==> config.mk <==
export PLATFORM = sky130hd
export DESIGN_NAME = conway_frame_loader
export DESIGN_NICKNAME = d
export VERILOG_FILES = /design/src/rtl/conway_pkg.sv /design/src/rtl/conway_glyph_decode.sv /design/src/rtl/conway_frame_loader.sv
export SDC_FILE = /design/constraint.sdc
export NUM_CORES = 1
export LEC_CHECK = 0
export ABC_AREA = 1
export BUFFER_PORTS_ARGS = -buffer_cell sky130_fd_sc_hd__buf_2
export CAP_MARGIN = 15
export CORE_MARGIN = 4
export CORE_UTILIZATION = 45
export CTS_BUF_LIST = sky130_fd_sc_hd__clkbuf_2
export DETAILED_ROUTE_END_ITERATION = 16
export HOLD_SLACK_MARGIN = 0.12
export PLACE_DENSITY = 0.78
export REMOVE_ABC_BUFFERS = 1
export SLEW_MARGIN = 0
export SYNTH_ARGS = -nofsm -noshare
export SYNTH_HDL_FRONTEND = slang
export SYNTH_SLANG_ARGS = --single-unit
==> constraint.sdc <==
create_clock -name clk -period 2.1 [get_ports clk]
set_input_delay 0.21 -clock clk [delete_from_list [all_inputs] [get_ports clk]]
set_output_delay 0.21 -clock clk [all_outputs]
set_load 0.05 [all_outputs]
==> src/rtl/conway_pkg.sv <==
`default_nettype none
// ============================================================================
//  Module      : conway_pkg
//  Description : Shared constants and types for the Conway frame loader:
//                board size defaults, ANSI byte codes, loader state encoding.
//  Revision    : 1.0  initial release
// ============================================================================
package conway_pkg;

    // Default board geometry (log2 of width / height)
    localparam int c_log_width_default  = 4;
    localparam int c_log_height_default = 3;

    // Byte codes of the ANSI frame format
    localparam logic [7:0] c_byte_esc   = 8'h1B;
    localparam logic [7:0] c_byte_lbr   = 8'h5B;  // '['
    localparam logic [7:0] c_byte_semi  = 8'h3B;  // ';'
    localparam logic [7:0] c_byte_home  = 8'h48;  // 'H'
    localparam logic [7:0] c_byte_live  = 8'h4F;  // 'O'
    localparam logic [7:0] c_byte_space = 8'h20;  // ' '
    localparam logic [7:0] c_byte_cr    = 8'h0D;
    localparam logic [7:0] c_byte_lf    = 8'h0A;

    // Alternate glyphs, only honoured when the alternate glyph set is built in
    localparam logic [7:0] c_byte_hash  = 8'h23;  // '#' live
    localparam logic [7:0] c_byte_star  = 8'h2A;  // '*' live
    localparam logic [7:0] c_byte_dot   = 8'h2E;  // '.' dead

    // Loader parser states
    typedef enum logic [2:0] {
        ST_HUNT = 3'd0,
        ST_CSI  = 3'd1,
        ST_SEMI = 3'd2,
        ST_HOME = 3'd3,
        ST_ROW  = 3'd4,
        ST_LF   = 3'd5,
        ST_PAD  = 3'd6
    } loader_state_t;

endpackage : conway_pkg
`default_nettype wire

==> src/rtl/conway_glyph_decode.sv <==
`default_nettype none
// ============================================================================
//  Module      : conway_glyph_decode
//  Description : Combinational classifier for one received byte. Flags live
//                and dead cell glyphs, CR, LF and ESC.
//                Build option: CONWAY_LOADER_ALT_GLYPH_EN adds '#','*' (live)
//                and '.' (dead) to the cell glyph set.
//  Revision    : 1.0  initial release
// ============================================================================
module conway_glyph_decode
    import conway_pkg::*;
(
    input  logic [7:0] i_byte,
    output logic       o_is_live,
    output logic       o_is_dead,
    output logic       o_is_cr,
    output logic       o_is_lf,
    output logic       o_is_esc
);

    // Classify the byte; cell glyph set widens when the alternate set is built in
    always_comb begin
        o_is_live = (i_byte == c_byte_live);
        o_is_dead = (i_byte == c_byte_space);
        o_is_cr   = (i_byte == c_byte_cr);
        o_is_lf   = (i_byte == c_byte_lf);
        o_is_esc  = (i_byte == c_byte_esc);
`ifdef CONWAY_LOADER_ALT_GLYPH_EN
        if ((i_byte == c_byte_hash) || (i_byte == c_byte_star)) begin
            o_is_live = 1'b1;
        end
        if (i_byte == c_byte_dot) begin
            o_is_dead = 1'b1;
        end
`endif
    end

endmodule : conway_glyph_decode
`default_nettype wire

==> src/rtl/conway_frame_loader.sv <==
`default_nettype none
// ============================================================================
//  Module      : conway_frame_loader
//  Description : Parses an ANSI text frame (ESC [ ; H, then rows of 'O'/space
//                glyphs with optional CR LF row breaks) from the UART byte
//                stream and writes each cell into the board memory.
//                Build option: CONWAY_LOADER_ALT_GLYPH_EN (alternate glyphs,
//                handled inside conway_glyph_decode).
//  Revision    : 1.0  initial release
// ============================================================================
module conway_frame_loader
    import conway_pkg::*;
#(
    parameter int LOG_WIDTH  = c_log_width_default,
    parameter int LOG_HEIGHT = c_log_height_default
) (
    input  logic                            clk,
    input  logic                            reset,
    input  logic [7:0]                      rx_data,
    input  logic                            rx_valid,
    output logic                            rx_ready,
    output logic                            wr_en,
    output logic [LOG_WIDTH+LOG_HEIGHT-1:0] wr_addr,
    output logic                            wr_data,
    output logic                            busy,
    output logic                            frame_done,
    output logic                            frame_error
);

    localparam int C_AW = LOG_WIDTH + LOG_HEIGHT;

    // Column counter has one extra bit so "row full" (col == WIDTH) is representable
    localparam logic [LOG_WIDTH:0]    c_col_full = {1'b1, {LOG_WIDTH{1'b0}}};
    localparam logic [LOG_WIDTH:0]    c_col_last = {1'b0, {LOG_WIDTH{1'b1}}};
    localparam logic [LOG_HEIGHT-1:0] c_row_last = {LOG_HEIGHT{1'b1}};

    loader_state_t         state_q, state_d;
    logic [LOG_HEIGHT-1:0] row_q, row_d;
    logic [LOG_WIDTH:0]    col_q, col_d;
    logic                  rx_ready_q, rx_ready_d;
    logic                  wr_en_q, wr_en_d;
    logic [C_AW-1:0]       wr_addr_q, wr_addr_d;
    logic                  wr_data_q, wr_data_d;
    logic                  busy_q, busy_d;
    logic                  frame_done_q, frame_done_d;
    logic                  frame_error_q, frame_error_d;

    logic                  w_accept;
    logic                  w_is_live;
    logic                  w_is_dead;
    logic                  w_is_cr;
    logic                  w_is_lf;
    logic                  w_is_esc;

    // Cell write request built by the state logic, applied in one place
    logic                  w_cell_write;
    logic                  w_cell_val;
    logic [LOG_HEIGHT-1:0] w_cell_row;
    logic [LOG_WIDTH:0]    w_cell_col;

    conway_glyph_decode u_glyph_decode (
        .i_byte    (rx_data),
        .o_is_live (w_is_live),
        .o_is_dead (w_is_dead),
        .o_is_cr   (w_is_cr),
        .o_is_lf   (w_is_lf),
        .o_is_esc  (w_is_esc)
    );

    assign w_accept = rx_valid & rx_ready_q;

    // Next-state, counter and output logic of the frame parser
    always_comb begin
        state_d       = state_q;
        row_d         = row_q;
        col_d         = col_q;
        wr_en_d       = 1'b0;
        wr_addr_d     = wr_addr_q;
        wr_data_d     = wr_data_q;
        frame_done_d  = 1'b0;
        frame_error_d = 1'b0;
        w_cell_write  = 1'b0;
        w_cell_val    = 1'b0;
        w_cell_row    = row_q;
        w_cell_col    = col_q;

        unique case (state_q)
            ST_HUNT: begin
                if (w_accept && w_is_esc) begin
                    state_d = ST_CSI;
                    row_d   = '0;
                    col_d   = '0;
                end
            end
            ST_CSI: begin
                if (w_accept) begin
                    if (rx_data == c_byte_lbr) begin
                        state_d = ST_SEMI;
                    end else begin
                        state_d       = ST_HUNT;
                        frame_error_d = 1'b1;
                    end
                end
            end
            ST_SEMI: begin
                if (w_accept) begin
                    if (rx_data == c_byte_semi) begin
                        state_d = ST_HOME;
                    end else begin
                        state_d       = ST_HUNT;
                        frame_error_d = 1'b1;
                    end
                end
            end
            ST_HOME: begin
                if (w_accept) begin
                    if (rx_data == c_byte_home) begin
                        state_d = ST_ROW;
                    end else begin
                        state_d       = ST_HUNT;
                        frame_error_d = 1'b1;
                    end
                end
            end
            ST_ROW: begin
                if (w_accept) begin
                    if (w_is_live || w_is_dead) begin
                        w_cell_write = 1'b1;
                        w_cell_val   = w_is_live;
                        // A glyph past the end of a row wraps onto the next row
                        if (col_q == c_col_full) begin
                            w_cell_row = row_q + 1'b1;
                            w_cell_col = '0;
                        end
                    end else if (w_is_cr) begin
                        if (col_q == c_col_full) begin
                            state_d = ST_LF;
                        end else begin
                            // First pad cell is issued together with the CR
                            state_d      = ST_PAD;
                            w_cell_write = 1'b1;
                            w_cell_val   = 1'b0;
                        end
                    end else if (w_is_esc) begin
                        state_d       = ST_CSI;
                        row_d         = '0;
                        col_d         = '0;
                        frame_error_d = 1'b1;
                    end else begin
                        state_d       = ST_HUNT;
                        frame_error_d = 1'b1;
                    end
                end
            end
            ST_PAD: begin
                w_cell_write = 1'b1;
                w_cell_val   = 1'b0;
            end
            ST_LF: begin
                if (w_accept) begin
                    if (w_is_lf) begin
                        state_d = ST_ROW;
                        row_d   = row_q + 1'b1;
                        col_d   = '0;
                    end else begin
                        state_d       = ST_HUNT;
                        frame_error_d = 1'b1;
                    end
                end
            end
            default: begin
                state_d = ST_HUNT;
            end
        endcase

        if (w_cell_write) begin
            wr_en_d   = 1'b1;
            wr_addr_d = {w_cell_row, w_cell_col[LOG_WIDTH-1:0]};
            wr_data_d = w_cell_val;
            row_d     = w_cell_row;
            col_d     = w_cell_col + 1'b1;
            if ((w_cell_row == c_row_last) && (w_cell_col == c_col_last)) begin
                // Last cell of the board closes the frame
                frame_done_d = 1'b1;
                state_d      = ST_HUNT;
            end else if ((state_d == ST_PAD) && (col_d == c_col_full)) begin
                state_d = ST_LF;
            end
        end

        // Handshake drops for one cycle after each byte and stays down while padding
        rx_ready_d = !w_accept && (state_q != ST_PAD);
        busy_d     = (state_d != ST_HUNT);
    end

    // State and output registers with synchronous reset
    always_ff @(posedge clk) begin
        if (reset) begin
            state_q       <= ST_HUNT;
            row_q         <= '0;
            col_q         <= '0;
            rx_ready_q    <= 1'b0;
            wr_en_q       <= 1'b0;
            wr_addr_q     <= '0;
            wr_data_q     <= 1'b0;
            busy_q        <= 1'b0;
            frame_done_q  <= 1'b0;
            frame_error_q <= 1'b0;
        end else begin
            state_q       <= state_d;
            row_q         <= row_d;
            col_q         <= col_d;
            rx_ready_q    <= rx_ready_d;
            wr_en_q       <= wr_en_d;
            wr_addr_q     <= wr_addr_d;
            wr_data_q     <= wr_data_d;
            busy_q        <= busy_d;
            frame_done_q  <= frame_done_d;
            frame_error_q <= frame_error_d;
        end
    end

    assign rx_ready    = rx_ready_q;
    assign wr_en       = wr_en_q;
    assign wr_addr     = wr_addr_q;
    assign wr_data     = wr_data_q;
    assign busy        = busy_q;
    assign frame_done  = frame_done_q;
    assign frame_error = frame_error_q;

endmodule : conway_frame_loader
`default_nettype wire

Word-level counts from Yosys, hierarchy flattened
Cells that the tools add are included.
{"block": "totals", "reg_bits": 24, "input_bits": 11}
{"block": "classes", "n_bitwise": 2, "addsub": 2, "n_mux": 66, "eq_ne": 27, "reduce_logical": 11}
{"op": "$mux 3", "count": 25}
{"op": "$mux 5", "count": 12}
{"op": "$eq 8x7->1 const B", "count": 3}
{"op": "$mux 1", "count": 21}
{"op": "$ne 3x3->1 const B", "count": 7}
{"op": "$pmux 3 s7", "count": 1}
{"op": "$eq 8x4->1 const B", "count": 2}
{"op": "$eq 8x6->1 const B", "count": 2}
{"op": "$eq 3x3->1 const B", "count": 5}
{"op": "$pmux 5 s3", "count": 1}
{"op": "$eq 5x5->1 const B", "count": 2}
{"op": "$pmux 3 s3", "count": 1}
{"op": "$eq 8x5->1 const B", "count": 1}
{"op": "$reduce_and 8->1", "count": 1}
{"op": "$eq 3x2->1 const B", "count": 2}
{"op": "$mux 2", "count": 3}
{"op": "$add 5x1->5 const B", "count": 1}
{"op": "$eq 5x4->1 const B", "count": 1}
{"op": "$pmux 1 s5", "count": 1}
{"op": "$logic_and 1x1->1", "count": 4}
{"op": "$reduce_bool 4->1", "count": 1}
{"op": "$add 3x1->3 const B", "count": 1}
{"op": "$eq 3x1->1 const B", "count": 1}
{"op": "$logic_not 3->1", "count": 1}
{"op": "other kinds (8)", "count": 8}

Logic depth before layout (Yosys ltp)
Gate-level depths: netlist of the first run.
{"block": "logic_depth", "word_depth": 12, "depth_mapped": 16, "mapped_depth_nobuf": 16}

Cells and area by module
From an unflattened synthesis of the first run, not the netlist that was laid out.
{"block": "hier_totals", "hier_cells": 249, "hier_area_um2": 1552.7}
{"mod": "conway_frame_loader", "instances": 1, "area_per_inst_um2": 1422.6, "seq_area_each_um2": 480.5, "cells_each": 215}
{"mod": "conway_glyph_decode", "instances": 1, "area_per_inst_um2": 130.1, "seq_area_each_um2": 0.0, "cells_each": 34}

Least setup slack after synthesis of the first run
OpenSTA, ideal clock, no wires.
{"block": "synth_timing", "kind": "register -> register", "start": "register rx_ready_q, in the netlist rx_ready", "end": "register busy_q, in the netlist busy", "stages_incl_launch_ff": 14, "t_arrival_ps": 1984, "n_path_buf": 0, "slack_ps": 2, "setup_ps": 114, "cell_sequence": "dfxtp_1 -> nand2_1 -> inv_2 -> nand3_2 -> nor2_4 -> nand2_1 -> nand2_1 -> ha_1 -> inv_1 -> nand4_1 -> nand2_1 -> nor2_1 -> nor2_1 -> nand2_1"}
{"block": "synth_between", "elab_chain_len": 10}
{"item": "start, declared", "line": "conway_frame_loader.sv:40", "rtl": "logic rx_ready_q, rx_ready_d;"}
{"item": "start signal, assigned", "line": "conway_frame_loader.sv:213", "rtl": "rx_ready_q <= rx_ready_d;"}
{"item": "$and 1x1->1 *", "line": "conway_frame_loader.sv:70", "rtl": "assign w_accept = rx_valid & rx_ready_q;"}
{"item": "$mux 5 or $logic_and 1x1->1 (tied branches)", "line": "conway_frame_loader.sv:126, conway_frame_loader.sv:89"}
{"item": "$mux 5 or $mux 3 (tied branches)", "line": "conway_frame_loader.sv:87, conway_frame_loader.sv:89"}
{"item": "$add 5x1->5 or $pmux 3 s7 (tied branches)", "line": "conway_frame_loader.sv:181, conway_frame_loader.sv:87"}
{"item": "$eq 5x5->1 or $eq 3x3->1 (tied branches)", "line": "conway_frame_loader.sv:186", "rtl": "end else if ((state_d == ST_PAD) && (col_d == c_col_full)) begin"}
{"item": "$logic_and 1x1->1", "line": "conway_frame_loader.sv:186"}
{"item": "$mux 3", "line": "conway_frame_loader.sv:186"}
{"item": "$mux 3", "line": "conway_frame_loader.sv:182", "rtl": "if ((w_cell_row == c_row_last) && (w_cell_col == c_col_last)) begin"}
{"item": "$mux 3 *", "line": "conway_frame_loader.sv:176", "rtl": "if (w_cell_write) begin"}
{"item": "$reduce_bool 3->1 *", "line": "conway_frame_loader.sv:193", "rtl": "busy_d = (state_d != ST_HUNT);"}
{"item": "end signal, assigned", "line": "conway_frame_loader.sv:217", "rtl": "busy_q <= busy_d;"}
{"item": "end, declared", "line": "conway_frame_loader.sv:44", "rtl": "logic busy_q, busy_d;"}
Mark *: on every way between the ends. The rest lies on a longest branch, timed or not.
A chain may end at the register's enable or synchronous reset.

Worst setup path in the final report of the first run
Ends and elaborated chain as after synthesis.

==> impl_metrics.json, run 1 <==
{
  "cp_max_fo": 7,
  "crit_type": "reg -> reg",
  "combPwrFrac_pct": 7.5,
  "synth_cell_types": 25,
  "multi_input_area_sq_um": 907,
  "clockRootBuffer": "clkbuf_2",
  "antennaDiodeCount": 0,
  "grt.total_usage_pct": 16.4,
  "register_area_sq_um": 480,
  "setup_viol": 0,
  "final_nets": 293,
  "drive_gt1_share_pct": 20.6,
  "reg2regPathDepth": 14,
  "cts_max_level": 1,
  "die_w_um": 66.8,
  "cts-hold-fix-buffers": 0,
  "r2r-end": "busy",
  "worst_r2r_startpoint": "rx_ready",
  "antenna_found_initial": 0,
  "p_sw_share_pct": 21.7,
  "layout_common_cells": "nand2_1, nor2_1, inv_1",
  "initial_core_util_pct": 46.7,
  "post_cts_buffers": 0,
  "clock.fmax_mhz": 520,
  "slew_headroom_pct": 77.3,
  "drt_iter0_drc": 88,
  "maxCapViolCount": 0,
  "gp_congestion": 0.910,
  "synth-seq-area-share_pct": 30.8,
  "numCtsBuffers": 3,
  "dp.cells": 317,
  "finalClockSkew_ps": 13.1,
  "cts.repair.resized": 0,
  "tns_ps": 0,
  "synth_seq_cells": 24,
  "worst-slew-pin-transition_ps": 338,
  "drtAntennaViolNets": 0,
  "min_to": "col_q[1]",
  "ios": 24,
  "ys_warn_count": 0,
  "hold_viol": 0,
  "avgSynthCellArea_sq_um": 6.21,
  "viasPerCell": 4.85,
  "die_h_um": 66.8,
  "grt_pass1_wl_um": 5820,
  "synth_area_sq_um": 1560,
  "clk_latency_ps": 330,
  "core_area_sq_um": 3340,
  "required_ps": 2390,
  "p_total_w": 0.000820,
  "outcome": "finished, final reports clean",
  "finalWirelength_um": 3440,
  "cp-start-kind": "flip-flop",
  "startpoint": "rx_ready",
  "mostFrequentLayoutCell": "nand2_1",
  "min_path_cells": 2,
  "syn2layout_area_growth_pct": 14.6,
  "end_kind": "flip-flop",
  "r2r_slack_ps": 180,
  "cts_sinks": 24,
  "cp.arrival_ps": 2210,
  "hold_class": "in -> reg",
  "grt_pass1_vias": 1446,
  "num_rows": 21,
  "vias": 1567,
  "clkTransAtPathRegs_ps": 230,
  "post-route-drc-count": 0,
  "p_int_w": 0.000642,
  "fillCellCount": 351,
  "grt-ovfl-total": 0,
  "switchingPower_w": 0.000178,
  "dieArea_sq_um": 4470,
  "port_buffers": 23,
  "pwr-share-seq_pct": 55.9,
  "fin_crit_ps": 1920,
  "clockBufferDepth": 2,
  "stdcell_count": 323,
  "clkPwrFrac_pct": 36.6,
  "rsz0062_at_grt": "no",
  "grt_max_degree": 16,
  "cts_tree": "yes",
  "vdd_drop_max_mv": 0.413,
  "cellPowerDensity_nw_per_um2": 459,
  "leakage_nw": 0.889,
  "wl_per_cell_um": 10.6,
  "holdCritStartpoint": "reset",
  "timing.final.crit_share_pct": 91.5,
  "dp_hpwl_um": 2690,
  "synthCells": 251,
  "drt_pass1_iterations": 5,
  "report.final.slew_viol_count": 0
}
state kept, by name, indices dropped and copies added (netlist names):
name         flops
wr_addr          7
col_q            5
row_q            3
state_q          3
busy             1
frame_done       1
frame_error      1
rx_ready         1
wr_data          1
wr_en            1
cell type report:
cell class,instances,share of cell area (%)
Clock buffer,3,0.841
Tap cell,46,3.22
Clock inverter,1,1.68
Timing Repair Buffer,27,8.13
Sequential cell,24,26.9
Inverter,40,8.41
Multi-Input combinational cell,182,50.8
synth_stat cells (all sizes together):
cell type	number	share of area, %
clkbuf	4	0.96
inv	40	9.6
buf	1	0.32
nor3	4	1.3
nor2	42	12
nand2	75	20
o2111ai	1	0.56
o31ai	2	0.96
nand4	8	3.2
o211a	1	0.64
nor4	1	0.40
dfxtp	24	31
o21ai	11	3.5
nand3	12	5.3
xor2	2	1.1
ha	4	3.2
a21oi	18	5.8
a211oi	1	0.48
kinds of logic (layout without fill, tap and decap cells):
| family | Yosys count | after routing | synth area share, % |
|---|---|---|---|
| buffers and inverters | 45 | 71 | 10.9 |
| AND/OR/NAND/NOR | 142 | 142 | 41.9 |
| AO/OA/AOI/OAI | 34 | 34 | 12.0 |
| XOR/XNOR | 2 | 2 | 1.12 |
| flip-flops | 24 | 24 | 30.8 |
| adder cells (fa/ha/maj) | 4 | 4 | 3.21 |
worst max-delay path, stage by stage, from the launching register on:
cell     delay (ps)
dfxtp_1         370
nand2_1         170
inv_2           160
nand3_2         130
nor2_4          180
nand2_1          70
nand2_1          60
ha_1            220
inv_1            70
nand4_1         110
inv_1            70
nand2_1          60
nand2_1          80
nand2_1          80
nand2_1          70
layer usage:
metal  vias to the layer above  wire length, um  global-route usage [%]
li1                        847                -                       -
met1                       684             1560                    19.6
met2                        30             1700                    30.1
met3                         6              149                    3.20
met4                         0               27                    3.05
met5                         -                0                       0
per-stage QoR:
step	hold WS [ps]	setup WS [ps]	area (sq um)	utilization, %
after floorplan	279	-0.882	1540	-
after global placement	450	239	1730	51.7
after detailed placement	457	208	1730	51.7
after CTS	136	176	1770	53.1
after global routing	156	8.43	1790	53.5
final	165	178	1790	53.5
power by group through the flow:
stage / clock [W] / sequential, W / combinational [W]
after global routing: 0.000324 / 0.000459 / 0.0000682
after global placement: 0 / 0.000467 / 0.0000581
after floorplan: 0 / 0.000472 / 0.0000286
after detailed placement: 0 / 0.000467 / 0.0000582
final: 0.000300 / 0.000459 / 0.0000614
after CTS: 0.000312 / 0.000459 / 0.0000583
worst max-delay path by stage:
| stage | end |
|---|---|
| after floorplan | busy |
| after global placement | busy |
| after detailed placement | busy |
| after CTS | busy |
| after global routing | busy |
| final | busy |
(Power assumes the default switching activity.)
==> inputs of run 2 (changes only) <==
Settings changed: BUFFER_PORTS_ARGS -buffer_cell sky130_fd_sc_hd__buf_2 to unset, CTS_BUF_LIST sky130_fd_sc_hd__clkbuf_2 to sky130_fd_sc_hd__clkbuf_8 sky130_fd_sc_hd__clkbuf_16, DONT_BUFFER_PORTS set to 1, PLACE_DENSITY 0.78 to 0.72.
==> impl_metrics.json, run 2 (synthesis gave the netlist of run 1 again) <==
{
  "outcome": "finished, final reports clean",
  "port_buffers": 0,
  "end_kind": "flip-flop",
  "grt-ovfl-total": 0,
  "final_nets": 269,
  "grt_max_degree": 16,
  "register_area_sq_um": 480,
  "antennaDiodeCount": 0,
  "report.final.slew_viol_count": 0,
  "crit_chain": "nor2_2, nand3_2, nor2_4, nand2_1, nand2_1, ha_1, inv_1, nor2_2, nand3_2, nand2_2, nor2_1, nor2_1, nand2_1",
  "maxCapViolCount": 0,
  "cpPeakStageDelay_ps": 390,
  "antenna_found_initial": 0,
  "ios": 24,
  "viasPerCell": 4.97,
  "finalWirelength_um": 3380,
  "cp_num_buf_inv": 1,
  "leakage_nw": 0.781,
  "syn2layout_area_growth_pct": 8.75,
  "dieArea_sq_um": 4470,
  "timing.final.crit_share_pct": 88.1,
  "wl_per_cell_um": 11.3,
  "p_total_w": 0.000908,
  "post-route-drc-count": 0,
  "initial_core_util_pct": 46.7,
  "hold_class": "in -> reg",
  "clockBufferDepth": 2,
  "num_rows": 21,
  "vdd_drop_max_mv": 0.452,
  "largest_register_ffs": 7,
  "wl_met2_um": 1580,
  "clock.fmax_mhz": 540,
  "grt_pass1_vias": 1352,
  "clk_latency_ps": 270,
  "fin_crit_ps": 1850,
  "dpl_cell_area_sq_um": 1610,
  "drt_iter0_drc": 123,
  "crit_type": "reg -> reg",
  "dp_hpwl_um": 2620,
  "drtAntennaViolNets": 0,
  "cp_common_cell": "nand2_1",
  "slew_headroom_pct": 65.6,
  "drt_pass1_iterations": 4,
  "die_w_um": 66.8,
  "cp.arrival_ps": 2020,
  "fillCellCount": 366,
  "numCtsBuffers": 3,
  "cts_max_level": 1,
  "drive_gt1_share_pct": 13.0,
  "cp_max_fo": 7,
  "setup_viol": 0,
  "gp_congestion": 0.907,
  "clockRootBuffer": "clkbuf_8",
  "cts_sinks": 24,
  "layout_common_cells": "nand2_1, nor2_1, inv_1",
  "finalClockSkew_ps": 7.05,
  "multi_input_area_sq_um": 910,
  "cellPowerDensity_nw_per_um2": 536,
  "final_cell_area_sq_um": 1690,
  "cp-start-kind": "flip-flop",
  "worst-slew-pin-transition_ps": 516,
  "wl_met3_um": 159,
  "core_area_sq_um": 3340,
  "grt_pass1_wl_um": 5890,
  "cts_tree": "yes",
  "wl_met1_um": 1600,
  "grt.total_usage_pct": 17.1,
  "hold_viol": 0,
  "top_layer_used": "met4",
  "required_ps": 2270,
  "vias": 1486,
  "die_h_um": 66.8,
  "clkTransAtPathRegs_ps": 90,
  "rsz0062_at_grt": "no",
  "critical-path-top-delay-family": "simple AND/OR/NAND/NOR gates",
  "slowest_stage": "dfxtp_1",
  "mostFrequentLayoutCell": "nand2_1"
}
## run 2: cell count changes in the layout (fill, tap and decap cells not counted), sizes merged
cell | previous run | this run
dlygate4sd3 | 0 | 1
buf | 27 | 2
## run 2: report_power, final
group | switching (W) | internal (W)
logic | 0.0000330 | 0.0000135
clock network | 0.000150 | 0.000255
registers | 0.00000104 | 0.000456
## run 2: per-layer routing
layer,GRT usage (%),vias up
met4,3.81,0
met5,0,-
met1,22.3,655
li1,-,796
met2,28.5,31
met3,3.88,4
## run 2: metrics by stage
| step | hold slack, ps | TNS (ps) | std cells | utilization [%] | setup slack [ps] |
|---|---|---|---|---|---|
| final | 191 | 0 | 299 | 50.8 | 249 |
| after global routing | 197 | 0 | 299 | 50.8 | 32.4 |
| after CTS | 222 | 0 | 299 | 50.7 | 212 |
| after detailed placement | 285 | 0 | 294 | 48.3 | 238 |
| after global placement | 284 | 0 | 294 | 48.3 | 298 |
| after floorplan | 279 | -0.882 | 246 | - | -0.882 |
## run 2: final timing paths
path	slack (ps)	from	endpoint	cells past startpoint
setup / recovery	250	state_q[0]	busy	13
hold / removal	190	rx_valid	frame_error	2
setup reg to reg	250	state_q[0]	busy	13
hold reg to reg	500	col_q[3]	col_q[3]	2
## run 2: cell type report
| cell class | instances | area share, % |
|---|---|---|
| inverters | 40 | 8.86 |
| well taps | 46 | 3.40 |
| clock buffers | 3 | 2.44 |
| multi-input cells | 182 | 53.7 |
| flip-flops and latches | 24 | 28.4 |
| clock inverters | 1 | 1.77 |
| repair buffers | 3 | 1.48 |
## run 2: worst reg2reg max path: stages (launching register included)
cell and delay [ps]:
dfxtp_1 390, nor2_2 220, nand3_2 150, nor2_4 170, nand2_1 70, nand2_1 60
ha_1 150, inv_1 50, nor2_2 110, nand3_2 100, nand2_2 90, nor2_1 50
nor2_1 90, nand2_1 60
## run 2: repair_timing
item / 4_1_cts / 5_1_grt
buffers inserted: 0 / 0
endpoints found under the setup margin: 0 / 1
hold buffers: 1 / 0
hold endpoints to repair: 10 / 0
gates resized for setup: 0 / 1
==> inputs of run 3 (changes only) <==
Settings changed: SYNTH_HIERARCHICAL set to 1.
==> impl_metrics.json, run 3 <==
{
  "worst_r2r_startpoint": "rx_ready",
  "grt_max_degree": 15,
  "outcome": "finished, final reports clean",
  "drtAntennaViolNets": 0,
  "drive_gt1_share_pct": 9.13,
  "cp_max_fo": 9,
  "hold_class": "in -> reg",
  "fin_crit_ps": 1780,
  "hold_viol": 0,
  "finalWirelength_um": 3410,
  "grt.total_usage_pct": 17.0,
  "fin_util_pct": 50.6,
  "maxCapViolCount": 0,
  "clockRootBuffer": "clkbuf_8",
  "cp.arrival_ps": 1950,
  "async_flop_share_pct": 0,
  "vias": 1493,
  "ios": 24,
  "syn2layout_area_growth_pct": 8.70,
  "cellPowerDensity_nw_per_um2": 553,
  "mostFrequentLayoutCell": "nand2_1",
  "register_area_sq_um": 480,
  "crit_type": "reg -> reg",
  "wl_per_cell_um": 11.4,
  "vdd_drop_max_mv": 0.253,
  "worst-slew-pin-transition_ps": 511,
  "dp.cells": 293,
  "synth-seq-area-share_pct": 30.9,
  "crit_chain": "nand2_1, inv_2, nand3_4, o21ai_0, ha_1, inv_1, nand4_1, nor2_1, a21oi_1, nand2_1, nand3_1",
  "synth_seq_cells": 24,
  "leakage_nw": 0.762,
  "core_area_sq_um": 3340,
  "required_ps": 2270,
  "yosys.area.top_type_share_pct": 30.9,
  "numCtsBuffers": 3,
  "antenna_found_initial": 0,
  "grt_pass1_vias": 1311,
  "setup_viol": 0,
  "synth_area_sq_um": 1550,
  "tns_ps": 0,
  "startpoint": "rx_ready",
  "slowest_stage": "dfxtp_1",
  "synth_edf_count": 0,
  "grt-ovfl-total": 0,
  "initial_core_util_pct": 46.5,
  "ys.flop_type": "dfxtp_1",
  "fin_ws_ps": 320,
  "holdCritStartpoint": "rx_data[7]",
  "port_buffers": 0,
  "multi_input_area_sq_um": 888,
  "antennaDiodeCount": 0,
  "drt_iter0_drc": 62,
  "yosysTopAreaCell": "dfxtp_1",
  "clk_latency_ps": 270,
  "die_w_um": 66.7,
  "cts_sinks": 24,
  "cp_common_cell": "nand2_1",
  "pre_cts_ws_ps": 153,
  "dp_hpwl_um": 2610,
  "finalClockSkew_ps": 4.40,
  "synthCells": 249,
  "layout_common_cells": "nand2_1, inv_1, nor2_1",
  "ys_warn_count": 6,
  "end_kind": "flip-flop",
  "drt_pass1_iterations": 4,
  "rsz0062_at_grt": "no",
  "post_cts_buffers": 0,
  "final_nets": 268,
  "fillCellCount": 358,
  "post-route-drc-count": 0,
  "report.final.slew_viol_count": 0,
  "largest_register_ffs": 7,
  "avgSynthCellArea_sq_um": 6.24,
  "yosysMostFrequentCell": "nand2_1",
  "cp-start-kind": "flip-flop",
  "clock.fmax_mhz": 562,
  "viasPerCell": 5.01,
  "synth_cell_types": 28,
  "ys_top_cells_by_area": "dfxtp_1, nand2_1, inv_1",
  "num_rows": 21,
  "stdcell_count": 298,
  "slew_headroom_pct": 65.9,
  "die_h_um": 66.7,
  "gp_congestion": 0.950,
  "cpPeakStageDelay_ps": 330,
  "clockBufferDepth": 2,
  "dieArea_sq_um": 4450,
  "clkTransAtPathRegs_ps": 80,
  "grt_pass1_wl_um": 5830,
  "synthTopCellsByCount": "nand2_1, inv_1, nor2_1, dfxtp_1, a21oi_1",
  "timing.final.crit_share_pct": 84.8,
  "cts_max_level": 1,
  "cts_tree": "yes"
}
[run 3: what timing repair did]
item	4_1_cts	5_1_grt
gates resized for setup	0	0
hold endpoints to repair	13	0
hold buffers	1	0
[run 3: area by class of cell]
| type | instances | share of cell area (%) |
|---|---|---|
| multi-input combinational | 178 | 52.6 |
| timing repair buffer | 3 | 1.48 |
| sequential | 24 | 28.5 |
| clock inverter | 1 | 1.78 |
| tap | 46 | 3.41 |
| inverter | 43 | 9.78 |
| clock buffer | 3 | 2.45 |
[run 3: logic make-up (layout without fill, tap and decap cells)]
group | Yosys count | count (layout) | share of synthesized area [%]
xor gates and xnor gates | 3 | 3 | 1.69
and+or+nand+nor | 130 | 130 | 38.0
DFF | 24 | 24 | 30.9
AOI/OAI and AO/OA | 41 | 41 | 14.3
adders and majority gates | 4 | 4 | 3.22
buffers and inverters | 47 | 50 | 11.8
[run 3: worst paths after layout]
check                   to  slack [ps]  cells past startpoint
setup / recovery      busy         320                     11
hold / removal     wr_data         230                      5
setup reg to reg      busy         320                     11
hold reg to reg   col_q[3]         530                      2
[run 3: per-stage QoR]
step	hold slack (ps)	area, sq um	total power, W
after detailed placement	283	1610	0.000534
final	225	1690	0.000933
after CTS	225	1690	0.000940
after global routing	254	1690	0.000972
after global placement	281	1610	0.000534
after floorplan	279	1530	0.000522
[run 3: worst max-delay path: cells and delay by family (launching register included)]
kind	cells	cell delay, ps
flops	1	330
simple gates	6	610
buf+inv	2	240
compound gates	2	240
fa+ha+maj	1	250
[run 3: power breakdown]
part	leakage, nW	internal [W]	total, W	switching (W)
Clock	0.0357	0.000255	0.000404	0.000149
Sequential	0.194	0.000459	0.000469	0.00000963
Combinational	0.532	0.0000204	0.0000598	0.0000394
[run 3: layer usage]
layer  track usage, %  part of all wire, %  vias up
met1             24.4                   50      667
li1                 -                    -      789
met2             25.2                   44       33
met3             4.22                  5.1        4
met4             4.06                 0.85        0
met5                0                    0        -
